<file path="src/rtl/aud_ctrl_pkg.sv">
// Shared types for the audio session controller: FSM state encoding, command enum and
// the default SRAM address width.
package aud_ctrl_pkg;

    localparam int unsigned ADDR_W_DEFAULT = 20;

    typedef enum logic [2:0] {
        IDLE       = 3'd0,
        REC        = 3'd1,
        REC_PAUSE  = 3'd2,
        PLAY       = 3'd3,
        PLAY_PAUSE = 3'd4
    } state_e;

    typedef enum logic [1:0] {
        CMD_NONE,
        CMD_START,
        CMD_PAUSE,
        CMD_STOP
    } cmd_e;

endpackage

</file>
<file path="src/rtl/aud_cmd_arb.sv">
// Priority encoder from key pulses (plus internal autostop) to a single command.
// Order: stop key > pause key > start key > autostop.
module aud_cmd_arb
    import aud_ctrl_pkg::*;
(
    input  logic i_key_start,
    input  logic i_key_pause,
    input  logic i_key_stop,
    input  logic i_autostop,
    output cmd_e o_cmd
);

    always_comb begin
        o_cmd = CMD_NONE;
        if (i_key_stop) begin
            o_cmd = CMD_STOP;
        end else if (i_key_pause) begin
            o_cmd = CMD_PAUSE;
        end else if (i_key_start) begin
            o_cmd = CMD_START;
        end else if (i_autostop) begin
            o_cmd = CMD_STOP;
        end
    end

endmodule

</file>
<file path="src/rtl/aud_session_ctrl.sv">
// Record/playback session FSM with registered command pulses and SRAM arbitration.
// Define AUD_CTRL_AUTOSTOP_EN to stop recording automatically at MAX_ADDR.
module aud_session_ctrl
    import aud_ctrl_pkg::*;
#(
    parameter int unsigned       ADDR_W   = ADDR_W_DEFAULT,
    parameter logic [ADDR_W-1:0] MAX_ADDR = {ADDR_W{1'b1}}
) (
    input  logic              i_clk,
    input  logic              i_rst_n,
    input  logic              i_key_start,
    input  logic              i_key_pause,
    input  logic              i_key_stop,
    input  logic              i_mode,
    input  logic [ADDR_W-1:0] i_rec_address,
    input  logic              i_dsp_done,
    output logic              o_rec_start,
    output logic              o_rec_pause,
    output logic              o_rec_stop,
    output logic              o_dsp_start,
    output logic              o_dsp_pause,
    output logic              o_dsp_stop,
    output logic [ADDR_W-1:0] o_end_addr,
    output logic              o_has_rec,
    output logic              o_sram_sel,
    output logic [2:0]        o_state
);

`ifdef AUD_CTRL_AUTOSTOP_EN
    localparam bit AutostopEn = 1'b1;
`else
    localparam bit AutostopEn = 1'b0;
`endif

    state_e            state_q, state_d;
    cmd_e              cmd;
    logic              autostop;
    logic              rec_start_d, rec_pause_d, rec_stop_d;
    logic              dsp_start_d, dsp_pause_d, dsp_stop_d;
    logic [ADDR_W-1:0] end_addr_d;
    logic              has_rec_d, sram_sel_d;

    assign autostop = AutostopEn && (state_q == REC) && (i_rec_address == MAX_ADDR);

    aud_cmd_arb u_arb (
        .i_key_start (i_key_start),
        .i_key_pause (i_key_pause),
        .i_key_stop  (i_key_stop),
        .i_autostop  (autostop),
        .o_cmd       (cmd)
    );

    always_comb begin
        state_d     = state_q;
        rec_start_d = 1'b0;
        rec_pause_d = 1'b0;
        rec_stop_d  = 1'b0;
        dsp_start_d = 1'b0;
        dsp_pause_d = 1'b0;
        dsp_stop_d  = 1'b0;
        end_addr_d  = o_end_addr;
        has_rec_d   = o_has_rec;
        sram_sel_d  = o_sram_sel;
        unique case (state_q)
            IDLE: begin
                if (cmd == CMD_START && !i_mode) begin
                    state_d     = REC;
                    rec_start_d = 1'b1;
                    sram_sel_d  = 1'b0;
                    has_rec_d   = 1'b0;
                end else if (cmd == CMD_START && o_has_rec) begin
                    state_d     = PLAY;
                    dsp_start_d = 1'b1;
                    sram_sel_d  = 1'b1;
                end
            end
            REC, REC_PAUSE: begin
                if (cmd == CMD_STOP) begin
                    state_d    = IDLE;
                    rec_stop_d = 1'b1;
                    end_addr_d = i_rec_address;
                    has_rec_d  = 1'b1;
                end else if (cmd == CMD_PAUSE && state_q == REC) begin
                    state_d     = REC_PAUSE;
                    rec_pause_d = 1'b1;
                end else if (cmd == CMD_START && state_q == REC_PAUSE) begin
                    state_d     = REC;
                    rec_start_d = 1'b1;
                end
            end
            PLAY, PLAY_PAUSE: begin
                if (cmd == CMD_STOP) begin
                    state_d    = IDLE;
                    dsp_stop_d = 1'b1;
                end else if (cmd == CMD_PAUSE && state_q == PLAY) begin
                    state_d     = PLAY_PAUSE;
                    dsp_pause_d = 1'b1;
                end else if (cmd == CMD_START && state_q == PLAY_PAUSE) begin
                    state_d     = PLAY;
                    dsp_start_d = 1'b1;
                end else if (i_dsp_done && state_q == PLAY) begin
                    state_d = IDLE;
                end
            end
            default: state_d = IDLE;
        endcase
    end

    always_ff @(posedge i_clk) begin
        if (!i_rst_n) begin
            state_q     <= IDLE;
            o_rec_start <= 1'b0;
            o_rec_pause <= 1'b0;
            o_rec_stop  <= 1'b0;
            o_dsp_start <= 1'b0;
            o_dsp_pause <= 1'b0;
            o_dsp_stop  <= 1'b0;
            o_end_addr  <= '0;
            o_has_rec   <= 1'b0;
            o_sram_sel  <= 1'b0;
        end else begin
            state_q     <= state_d;
            o_rec_start <= rec_start_d;
            o_rec_pause <= rec_pause_d;
            o_rec_stop  <= rec_stop_d;
            o_dsp_start <= dsp_start_d;
            o_dsp_pause <= dsp_pause_d;
            o_dsp_stop  <= dsp_stop_d;
            o_end_addr  <= end_addr_d;
            o_has_rec   <= has_rec_d;
            o_sram_sel  <= sram_sel_d;
        end
    end

    assign o_state = state_q;

endmodule

</file>
<file path="config.mk">
export PLATFORM = sky130hd
export DESIGN_NAME = aud_session_ctrl
export DESIGN_NICKNAME = d
export VERILOG_FILES = /design/src/rtl/aud_ctrl_pkg.sv /design/src/rtl/aud_cmd_arb.sv /design/src/rtl/aud_session_ctrl.sv
export SDC_FILE = /design/constraint.sdc
export NUM_CORES = 1
export LEC_CHECK = 0
export ABC_AREA = 1
export CAP_MARGIN = 20
export CORE_UTILIZATION = 41
export DETAILED_ROUTE_END_ITERATION = 12
export PLACE_DENSITY = 0.79
export SKIP_LAST_GASP = 1
export SLEW_MARGIN = 0
export SYNTH_ARGS = -nofsm -noshare
export SYNTH_HDL_FRONTEND = slang
export SYNTH_HIERARCHICAL = 1
export SYNTH_SLANG_ARGS = --single-unit
</file>
<file path="constraint.sdc">
create_clock -name i_clk -period 1.6 [get_ports i_clk]
set_input_delay 0.32 -clock i_clk [delete_from_list [all_inputs] [get_ports i_clk]]
set_output_delay 0.32 -clock i_clk [all_outputs]
set_load 0.05 [all_outputs]
</file>
# Yosys cells after proc, flatten, opt, wreduce, memory -nomap -nowiden
# Index checks and enable logic that the tools add are counted.
# op_classes
bitwise,3
eq_ne,12
reduce_logical,21
mux,32
# ops
op,n
3-bit 2-to-1 mux,9
1-bit 2-to-1 mux,17
3-bit one-hot mux with 3 select lines,1
2-bit AND reduction,4
1-bit logical AND,7
"3-bit by 2-bit == test with 1-bit output, second input constant",2
1-bit one-hot mux with 2 select lines,3
3-bit AND reduction,2
3-bit OR reduction,2
"5-bit != test, second input constant",1
"2-bit == test, second input constant",2
2-bit 2-to-1 mux,2
"2-bit != test, second input constant",2
"4-bit != test, second input constant",1
2-bit nonzero test,2
2-bit OR reduction,2
"3-bit by 1-bit == test with 1-bit output, second input constant",1
"3-bit == test, second input constant",1
3-bit logical NOT,1
"3-bit != test, second input constant",1
1-bit inverter,3
"2-bit by 1-bit == test with 1-bit output, second input constant",1
1-bit logical NOT,1
# totals
wordCells,78
ff_bits,31
in_bits,27

# Longest topological paths before layout
# Gate-level depths: netlist (run 1).
# depth
ltp_word,9
ltp_mapped,13
mapped_depth_nobuf,13

# By module
# The synthesis (run 1) kept the hierarchy.
# modules_own_cells
module,area_each_um2,cells_per_inst,seq_area_each_um2,instances
aud_session_ctrl,1275.0,174,620.6,1
aud_cmd_arb,28.8,7,0.0,1

# Worst setup path before layout (run 1)
# OpenSTA, ideal clock, no wires.
# synth_path
path_kind,register to register
from,register state_q[0] (netlist: o_state[0])
to,register state_q[0] (netlist: o_state[0])
required_time_ns,1.486
stages_incl_launch_ff,10
setup_time_ns,0.114
arrival_ns,1.406
n_path_buf,0
slack_ns,0.080
cell_sequence,dfxtp_1 -> nor2_1 -> nand2_1 -> nor2_2 -> nor2_1 -> nand3_2 -> nand3_4 -> nand2_1 -> nand2_1 -> nor2_2
# synth_between
elab_chain_len,6
word_cells_on_any_way,22
cone_classes,eq/ne (7); mux (6); reduce/logical (9)
# synth_lines
element,line_no,text
"start, declared",aud_session_ctrl.sv:35,"state_e state_q, state_d;"
"start signal, assigned",aud_session_ctrl.sv:122,state_q <= state_d;
3-bit == test,"aud_session_ctrl.sv:64, aud_session_ctrl.sv:98",
1-bit logical AND,aud_session_ctrl.sv:98,end else if (cmd == CMD_START && state_q == PLAY_PAUSE) begin
3-bit 2-to-1 mux,aud_session_ctrl.sv:98,
3-bit 2-to-1 mux,aud_session_ctrl.sv:95,end else if (cmd == CMD_PAUSE && state_q == PLAY) begin
3-bit 2-to-1 mux,aud_session_ctrl.sv:92,if (cmd == CMD_STOP) begin
3-bit one-hot mux with 3 select lines,aud_session_ctrl.sv:64,unique case (state_q)
# Parallel ways exist; a longest one is shown, timed or not.
# A chain may end at the register's enable or synchronous reset.

# Worst setup path after layout (run 1)
# layout_path
from,input i_key_start
to,register state_q[0] (netlist: o_state[0])
# layout_between
elab_chain_len,9
word_cells_on_any_way,23
cone_classes,eq/ne (6); mux (10); reduce/logical (7)
# layout_lines
element,line_no,text
"start, declared",aud_session_ctrl.sv:11,"input logic i_key_start,"
1-bit 2-to-1 mux (*),aud_cmd_arb.sv:19,end else if (i_key_start) begin
2-bit 2-to-1 mux (*),aud_cmd_arb.sv:17,end else if (i_key_pause) begin
2-bit 2-to-1 mux (*),aud_cmd_arb.sv:15,if (i_key_stop) begin
net cmd[0],aud_session_ctrl.sv:36,cmd_e cmd;
2-bit by 1-bit == test with 1-bit output,-,
1-bit logical AND,aud_session_ctrl.sv:98,
3-bit 2-to-1 mux,aud_session_ctrl.sv:98,
3-bit 2-to-1 mux,aud_session_ctrl.sv:95,
3-bit 2-to-1 mux,aud_session_ctrl.sv:92,
3-bit one-hot mux with 3 select lines,aud_session_ctrl.sv:64,
# The timed path passes the listed nets; every way through them passes the cells marked *.

==> metrics.txt, run 1 <==
max_cap viols=0; initial antenna violation count=0; Via Count=1294; Post-Layout Cell Count=293; pwr dens=1860 nW/um^2; 1st-iter DRT viols=48; Overflow after GRT=0; Reg-to-Reg End=o_state[0]; Peak Freq=652 MHz; largest net degree at the start of global routing=21; hold buffer count at CTS=0; ANT nets after route=0; DPL Wire Length=2.20 mm; GRT Overall Usage=18.2%; CP Capture Type=register; # fillers=270; WL met3=160 um; Clock Latency Late Sink=0.30 ns; crit path launch type=input port; static leakage=0.000915 uW; Ys Warns=6; Rows=20; hold path start=o_sram_sel; first-pass GRT wire length=4.67 mm; CTS max path bufs=2; #FFs+latches synth=31; Placement Cell Area=1950 um^2; vias in the first global route=1092; sequential area share after synthesis=47.6%; CTS Root Cell=clkbuf_4; Routed wire per std cell=10.0 um; min cycle time layout=1.53 ns; htree depth=2; Post-Route M1 WL=1.35 mm; P_sw=1840 uW; cell area after synthesis=1300 um^2; Crit Path Class=in2reg; switching part of the total=48.9%; Die Y=58.4 um; Top Layer Used=met4; Finished Cell Area=2020 um^2; Mapped Avg Cell Area=7.20 um^2; Post-synth EDFFs=0; diode count=0; Hold Path Cell Cnt=2; Crit path required time=1.81 ns; Seq pwr share=31.0%; count of cell types in the netlist=20; Reg2Reg Depth=7; num ports=58; PortBufs=57; drt pass-1 iters=4; Combinational Power Share=59.0%; TritonCTS buffer count=5; Power, Total=3770 uW; utilization after layout=66.9%; Cells after DPL=286; CTS tree=yes; cell-internal power=1930 uW; Crit path arrival time=1.74 ns; Die Width=58.4 um; core area=3030 um^2; area leader, netlist=dfxtp_1; worst reg2reg startpoint=o_state[0]; commonest non-fill, non-tap cell in the layout=nor2_1; Async S/R FF share, synth=0%; Post-Synthesis Cells=181; crit path max fanout=5; Initial Util=43.1%; DR vias/cell=4.42; ys flop type=dfxtp_1; largest cells by area after synthesis=dfxtp_1 (48%), nor2_1 (16%), o21ai_0 (7.7%), nand2_1 (5.8%), inv_1 (3.7%); share of cells above drive strength 1=30.1%; final setup vio count=0; commonest cells after routing, fill and taps aside=nor2_1 (53), buf_4 (36), dfxtp_1 (31), clkdlybuf4s50_1 (26); Hold WC Path Type=reg2reg; Worst VDD drop=1020 uV; Worst Hold End=o_sram_sel; share of Yosys cell area claimed by the top area cell type=47.6%; Clock transition at path regs=0.08 ns; Clock Power Share=10.0%; CTS Sinks=31; Remaining DRCs=0; GPL Wtd Cong=0.871; Final Slew Violations=0; Layout area overhead=55.3%; Hold Slack=0.476 ns; Final Hold Viols=0; setup slack, reg-to-reg=0.24 ns; Final nets=277; status=completed; drt total wl=2.94 mm; Final period util=95.8%; Worst Skew=0.00414 ns; Die ar.=3410 um^2; metal2 WL=1.36 mm
critical path, cell delays in order:
cell,delay (ns)
clkdlybuf4s50_1,0.51
o21ai_2,0.07
nand2_2,0.11
inv_2,0.07
nor2_4,0.11
nand3_1,0.11
nand2_1,0.09
inv_2,0.04
nand2_4,0.06
nand3_4,0.09
nor2_2,0.12
nor2_2,0.05
cell type report:
type                       count  area (um^2)  share of cell area, %
inverter                      19         73.8                   3.65
sequential                    31          621                   30.7
clock buffer                   6         41.3                   2.04
timing repair buffer          67          631                   31.1
tap                           44         55.1                   2.72
multi-input combinational    126          603                   29.8
synth_stat cells (2+ instances only):
master / number
nand2_1: 20
o21ai_1: 3
dfxtp_1: 31
nand3_1: 6
nand3_2: 2
inv_2: 6
o21ai_0: 20
nor2_2: 7
nor2_1: 55
inv_1: 13
nand2_2: 3
buf_4: 4
a21oi_1: 4
power groups by stage:
stage / logic [uW] / clock network (uW) / registers, uW
2_1_floorplan: 730 / 0 / 1980
3_3_place_gp: 2180 / 0 / 1180
3_5_place_dp: 2190 / 0 / 1190
4_1_cts: 2200 / 400 / 1170
5_1_grt: 2390 / 424 / 1200
6_report: 2220 / 378 / 1170
logic make-up (layout without fill, tap and decap cells):
group,count (synthesis),after routing,synth area share [%]
simple gates,97,97,33.3
flops,31,31,47.6
compound gates,27,27,10.4
buf+inv,25,92,8.44
other cells,1,2,0.288
what timing repair did:
| item | CTS | global route |
|---|---|---|
| setup buffers | 0 | 1 |
| hold endpoints to repair | 0 | 0 |
| resized for setup | 0 | 14 |
| endpoints found under the setup margin | 0 | 26 |
routing by layer:
layer	track usage [%]	up-vias
met4	9.18	0
li1	-	696
met5	0	-
met3	5.27	8
met2	29.1	45
met1	22.3	545
flip-flops by register name (all words and copies together) (netlist names):
name / flops
o_dsp_stop: 1
o_rec_stop: 1
o_dsp_pause: 1
o_end_addr: 20
o_has_rec: 1
o_rec_start: 1
o_dsp_start: 1
o_state: 3
o_rec_pause: 1
o_sram_sel: 1
worst max path at each step:
stage                                end  cells past startpoint   startpoint  slack (ns)
after CTS                  o_end_addr[4]                      9   i_key_stop        0.02
final                         o_state[0]                     12  i_key_start        0.07
after global routing          o_state[2]                     13  i_key_start      -0.007
after floorplan               o_state[0]                      9   o_state[0]        0.08
after detailed placement  o_end_addr[10]                      9   i_key_stop       -0.32
after global placement    o_end_addr[15]                      9   i_key_stop       -0.31
per-stage QoR:
stage               worst slack [ns]  TNS [ns]
floorplan                     0.0800         0
global placement              -0.310     -7.58
detailed placement            -0.319     -7.80
CTS                           0.0180         0
global route                -0.00733   -0.0140
finish                        0.0667         0
Power figures use the tool's default switching activity.
==> inputs of run 2 (changes only) <==
--- a/config.mk
+++ b/config.mk
@@ -10,7 +10,6 @@
 export CORE_UTILIZATION = 41
 export DETAILED_ROUTE_END_ITERATION = 12
 export PLACE_DENSITY = 0.79
-export SKIP_LAST_GASP = 1
 export SLEW_MARGIN = 0
 export SYNTH_ARGS = -nofsm -noshare
 export SYNTH_HDL_FRONTEND = slang
==> results of run 2 <==
Same layout as run 1: the final DEF is identical, and so are final timing and power.
